==> src/rtl/memory_bus_arbiter.sv <==
// Shares one single-ported memory bus between instruction fetch and data access, one
// outstanding transaction at a time. Define ARBITER_ROUND_ROBIN_EN for round-robin arbitration.
module memory_bus_arbiter #(
    parameter int unsigned ADDR_WIDTH = 32,
    parameter int unsigned DATA_WIDTH = 32
) (
    input  logic                  clock,
    input  logic                  reset,
    input  logic                  fetch_req,
    input  logic [ADDR_WIDTH-1:0] fetch_address,
    output logic                  fetch_ready,
    output logic                  fetch_rvalid,
    output logic [DATA_WIDTH-1:0] fetch_rdata,
    input  logic                  data_req,
    input  logic [ADDR_WIDTH-1:0] data_address,
    input  logic                  data_write_enable,
    input  logic [DATA_WIDTH-1:0] data_write_data,
    input  logic [2:0]            data_format,
    output logic                  data_ready,
    output logic                  data_rvalid,
    output logic [DATA_WIDTH-1:0] data_rdata,
    output logic                  mem_req,
    output logic [ADDR_WIDTH-1:0] mem_address,
    output logic                  mem_write_enable,
    output logic [DATA_WIDTH-1:0] mem_write_data,
    output logic [2:0]            mem_format,
    input  logic                  mem_ready,
    input  logic                  mem_rvalid,
    input  logic [DATA_WIDTH-1:0] mem_rdata,
    output logic [15:0]           conflict_count
);

    typedef enum logic [1:0] {
        IDLE  = 2'd0,
        ISSUE = 2'd1,
        WAIT  = 2'd2
    } state_t;

    typedef enum logic {
        OWNER_DATA  = 1'b0,
        OWNER_FETCH = 1'b1
    } owner_t;

    state_t state;
    state_t state_next;
    owner_t owner;
    logic   grant_fetch;
    logic   grant_data;

    // The owner register doubles as the last-served record for round robin.
    always_comb begin
        grant_fetch = 1'b0;
        grant_data  = 1'b0;
        if (state == IDLE) begin
            if (fetch_req && data_req) begin
`ifdef ARBITER_ROUND_ROBIN_EN
                if (owner == OWNER_DATA) grant_fetch = 1'b1;
                else                     grant_data  = 1'b1;
`else
                grant_data = 1'b1;
`endif
            end else if (fetch_req) begin
                grant_fetch = 1'b1;
            end else if (data_req) begin
                grant_data = 1'b1;
            end
        end
    end

    always_ff @(posedge clock or negedge reset) begin
        if (!reset) state <= IDLE;
        else        state <= state_next;
    end

    always_comb begin
        state_next = state;
        case (state)
            IDLE:    if (grant_fetch || grant_data) state_next = ISSUE;
            ISSUE:   if (mem_ready)  state_next = WAIT;
            WAIT:    if (mem_rvalid) state_next = IDLE;
            default: state_next = IDLE;
        endcase
    end

    always_comb begin
        fetch_ready  = grant_fetch;
        data_ready   = grant_data;
        mem_req      = (state == ISSUE);
        fetch_rvalid = 1'b0;
        fetch_rdata  = '0;
        data_rvalid  = 1'b0;
        data_rdata   = '0;
        if (state == WAIT && mem_rvalid) begin
            if (owner == OWNER_FETCH) begin
                fetch_rvalid = 1'b1;
                fetch_rdata  = mem_rdata;
            end else begin
                data_rvalid = 1'b1;
                data_rdata  = mem_rdata;
            end
        end
    end

    always_ff @(posedge clock or negedge reset) begin
        if (!reset) begin
            mem_address      <= '0;
            mem_write_enable <= 1'b0;
            mem_write_data   <= '0;
            mem_format       <= '0;
            owner            <= OWNER_DATA;
        end else if (grant_fetch) begin
            mem_address      <= fetch_address;
            mem_write_enable <= 1'b0;
            mem_write_data   <= '0;
            mem_format       <= 3'b010;
            owner            <= OWNER_FETCH;
        end else if (grant_data) begin
            mem_address      <= data_address;
            mem_write_enable <= data_write_enable;
            mem_write_data   <= data_write_data;
            mem_format       <= data_format;
            owner            <= OWNER_DATA;
        end
    end

    always_ff @(posedge clock or negedge reset) begin
        if (!reset) begin
            conflict_count <= '0;
        end else if (state == IDLE && fetch_req && data_req && conflict_count != '1) begin
            conflict_count <= conflict_count + 16'd1;
        end
    end

endmodule
==> config.mk <==
export PLATFORM = sky130hd
export DESIGN_NAME = memory_bus_arbiter
export DESIGN_NICKNAME = d
export VERILOG_FILES = /design/src/rtl/memory_bus_arbiter.sv
export SDC_FILE = /design/constraint.sdc
export NUM_CORES = 1
export LEC_CHECK = 0
export CORE_MARGIN = 4
export CORE_UTILIZATION = 35
export DETAILED_ROUTE_END_ITERATION = 8
export GPL_ROUTABILITY_DRIVEN = 0
export PLACE_DENSITY = 0.93
export RECOVER_POWER = 50
export REMOVE_ABC_BUFFERS = 1
export SLEW_MARGIN = 20
export SYNTH_ARGS = -nofsm -noshare
export SYNTH_HDL_FRONTEND = slang
export SYNTH_SLANG_ARGS = --single-unit
==> constraint.sdc <==
create_clock -name clock -period 2.4 [get_ports clock]
set_clock_uncertainty 0.2 [all_clocks]
set_input_delay 0.72 -clock clock [delete_from_list [all_inputs] [get_ports clock]]
set_output_delay 0.72 -clock clock [all_outputs]
set_load 0.03 [all_outputs]
======== After elaboration in Yosys (flattened, before gate mapping) ========
Index checks and enable logic that the tools add are counted.
word-level totals
  bits in registers ....................... 87
  input bits .............................. 138
  output and inout bits ................... 153
cells by class
  $add $sub $neg .......................... 1
  equality and inequality tests ........... 6
  multiplexer cells ....................... 29
  reductions and logical operators ........ 9
operator list
  operator                 count
  $mux W32                 8
  $add A16 B1 Y16 const B  1
  $ne A16 B16 Y1 const B   1
  $mux W1                  15
  $mux W2                  3
  $mux W3                  2
  $pmux W2 S3              1
  $logic_and A1 B1 Y1      5
  $ne A2 B1 Y1 const B     2
  $reduce_and A3 Y1        1
  $eq A2 B1 Y1 const B     1
  $eq A2 B2 Y1 const B     1
  $logic_not A2 Y1         1
  $ne A2 B2 Y1 const B     1
  $reduce_bool A2 Y1       1
  $logic_or A1 B1 Y1       1

======== Longest topological paths before layout ========
  depth after elaboration ................. 7
  depth in mapped cells ................... 6
  mapped depth without buffers ............ 5

======== Worst setup path before layout ========
No wires, ideal clock.
  kind .................................... input to output
  start ................................... input port mem_rvalid
  end ..................................... output port data_rdata[22]
  arrival ................................. 1.756 ns
  data required time ...................... 1.480 ns
  setup slack ............................. -0.276 ns
  stages .................................. 4
  buffers on the path ..................... 1
  path through ............................ nand2_1 -> nor2_1 -> clkbuf_1 -> and2_1
on the way
  longest elaborated chain between the ends .. 2
ends and longest elaborated chain
  item                 RTL line  source
  start: declaration   28        input logic mem_rvalid,
  $logic_and A1 B1 Y1  93        if (state == WAIT && mem_rvalid) begin
  $mux W32             93
  end: declaration     21        output logic [DATA_WIDTH-1:0] data_rdata,
No other way between the ends.

======== Final worst setup path ========
  start ................................... register state[0]
  end ..................................... output port fetch_rdata[20]
on the way
  longest elaborated chain between the ends .. 3
ends and longest elaborated chain
  item                      RTL line  source
  start: declaration        44        state_t state;
  start signal: assignment  72        else state <= state_next;
  $eq A2 B2 Y1              93
  $logic_and A1 B1 Y1       93
  $mux W32                  93
  end: declaration          13        output logic [DATA_WIDTH-1:0] fetch_rdata,
No other way between the ends.

==> summary.txt <==
FF-to-FF End: mem_address[20]
mapped cell area: 0.00398 mm^2
Die ar.: 0.0131 mm^2
Post-Route WL: 16.2 mm
largest net degree at the start of global routing: 34
Die Y-Extent: 115 um
Vias/cell: 5.30
# DRC: 0
RSZ-0062 raised after global routing: true
asr flop ratio synth: 100%
Post-CTS Hold Buffers: 0
status: finished with violations
synth cell count leaders: dfrtp_1 (87), and2_1 (66), a22o_1 (36), inv_1 (36), a222oi_1 (32)
Worst setup EP type: output pin
first-pass GRT wire length: 23.5 mm
R2R depth: 7
via count: 4,245
critical path type: reg2out
ranking of synthesized cells by area: dfrtp_1 (55%), and2_1 (10%), a222oi_1 (8.0%)
Nets: 795
final setup fails: 65
pre-CTS setup slack: -480 ps
count of different cell masters after synthesis: 36
CP required: 1480 ps
Starting Density: 36.3%
clock-pin slew on the worst setup and hold paths: 70 ps
first drt pass iteration count: 8
crit path launch: state[0]
DP HPWL: 11.8 mm
fillers: 730
Worst Hold Class: reg2reg
CTS Buf Count: 9
initial antenna violation count: 0
WL/cell: 20.2 um
clk root buf: clkbuf_16
# clock sinks: 87
layout cells sized above 1: 27.1%
placed cells: 777
leakage: 0.00378 uW
area growth from synthesis to layout: 96.1%
most common cell in the synthesized netlist: dfrtp_1
Initial DRC Count: 285
Total Routing Usage GR: 22.9%
final worst path period need: 2540 ps
Finished Layout Cells: 801
MaxCap Viol Count: 0
Hold WS: 300 ps
Die Wd: 115 um
fmax: 393 MHz
critical path endpoint: fetch_rdata[20]
Mean Syn Cell Area: 11.3 um^2
Antenna Nets Post-Route: 0
Rel. slew slack: 29.9%
Final WS setup: -143 ps
CTS Buffer Depth: 2
WP data arrival: 1620 ps
vias in the first global route: 4,537
Worst Setup Start Kind: flip-flop
CTS tree: done
Slew @ Worst Pin: 1050 ps
final core utilization: 71.1%
core area: 0.0110 mm^2
Yosys reg bits: 87
top_reg_cell synth: dfrtp_1
H-tree depth reported by CTS: 3
CP max FO: 17
port bufs: 290
Peak VDD IR: 0.729 mV
Slew Viols, Final: 0
failing checks: setup timing
post-synth top area cell: dfrtp_1
GR Overflow Total: 0
# rows: 38
reg-to-reg setup timing slack: 70 ps
post-synth top area share: 54.7%
period utilization: 106%
Worst-Skew Late Latency: 330 ps
final-report hold violation count: 0
cells after synthesis: 353
Yosys Warn Count: 0
number of synthesized flops with an enable pin: 0
Diodes inserted: 0
PD cells: 1080 mW/mm^2
I/O Pins: 291
Seq/Total Area, Yosys: 54.7%
RR Startpoint: state[0]
cell families (layout without fill, tap and decap cells):
group	Yosys count	count (layout)	synth area share, %
buffers and inverters	63	371	6.13
flip-flops	87	87	54.7
AND/OR/NAND/NOR	112	112	18.4
XOR/XNOR	15	15	3.30
multiplexers	1	1	0.377
adder cells (fa/ha/maj)	1	1	0.314
AO/OA/AOI/OAI	74	74	16.8
power by group:
part | switching (uW) | internal, uW
Clock | 615 | 725
Sequential | 400 | 2050
Combinational | 2580 | 2070
flip-flops by register name, summed over array words and instances (netlist names):
register and flops:
owner 1, mem_address 32, mem_format 3, state 2, mem_write_enable 1, mem_write_data 32, conflict_count 16
critical path: stages, from the launching register on:
cell	delay [ps]
dfrtp_1	410
nor2b_4	150
and3_4	250
buf_12	150
and2_1	170
buf_6	140
through the flow:
step / instance area (um^2) / TNS (ps) / total power, uW
5_1_grt: 7810 / -12440 / 8850
6_report: 7810 / -6930 / 8430
3_3_place_gp: 7060 / -29270 / 6840
3_5_place_dp: 7060 / -32980 / 6980
4_1_cts: 7640 / -7560 / 8500
2_1_floorplan: 3870 / -114100 / 4760
cell usage in the layout, fill, tap and decap left out, types with 2 or more instances in the layout:
cell type          n
dlygate4sd2_1     11
xnor2_1            7
clkbuf_16         10
nand4_1            6
clkbuf_2           5
inv_6              2
and3_1             4
nor3_1             3
buf_4             11
and2_1            14
nor2_1             4
a22o_1            36
and2_4            51
clkbuf_1           4
nand4_2            2
a222oi_1          32
buf_12             6
buf_6             67
clkdlybuf4s50_1  200
a21oi_1            2
dlymetal6s2s_1     6
o21ai_0            2
nand2_1            7
nand3_1            4
xor2_1             8
buf_16             3
buf_2              3
dfrtp_1           87
inv_1             36
worst min-delay path by stage:
stage                       start            endpoint  slack [ps]  cells after the start
3_5_place_dp   mem_write_data[14]  mem_write_data[14]         280                      1
4_1_cts                     reset   mem_write_data[5]          50                      1
3_3_place_gp   mem_write_data[11]  mem_write_data[11]         280                      1
2_1_floorplan               reset   conflict_count[0]         220                      0
5_1_grt         mem_write_data[3]   mem_write_data[3]         320                      1
6_report        mem_write_data[3]   mem_write_data[3]         300                      1
cell type report:
cell class	count	area [um^2]	area share, %
clock buffers	9	225	2.88
clock inverters	7	66.3	0.849
inverters	36	135	1.73
multi-input cells	203	1720	22.0
flip-flops and latches	87	2180	27.9
well taps	140	175	2.24
repair buffers	319	3310	42.4
layer usage:
| metal | vias up | track usage, % | routed length, um | part of all wire [%] |
|---|---|---|---|---|
| met5 | - | 0 | 0 | 0 |
| met2 | 242 | 40.8 | 8490 | 53 |
| met4 | 0 | 13.5 | 811 | 5.0 |
| met3 | 54 | 7.40 | 1440 | 8.9 |
| met1 | 2070 | 23.3 | 5410 | 34 |
| li1 | 1879 | - | - | - |
timing repair:
| item | in CTS | in global routing |
|---|---|---|
| cloned | 3 | 2 |
| setup buffers | 2 | 1 |
| pin swaps | 17 | 20 |
| gates resized for setup | 92 | 62 |
| endpoints found under the setup margin | 79 | 74 |
Note: power is estimated with default switching activity, not from simulation.
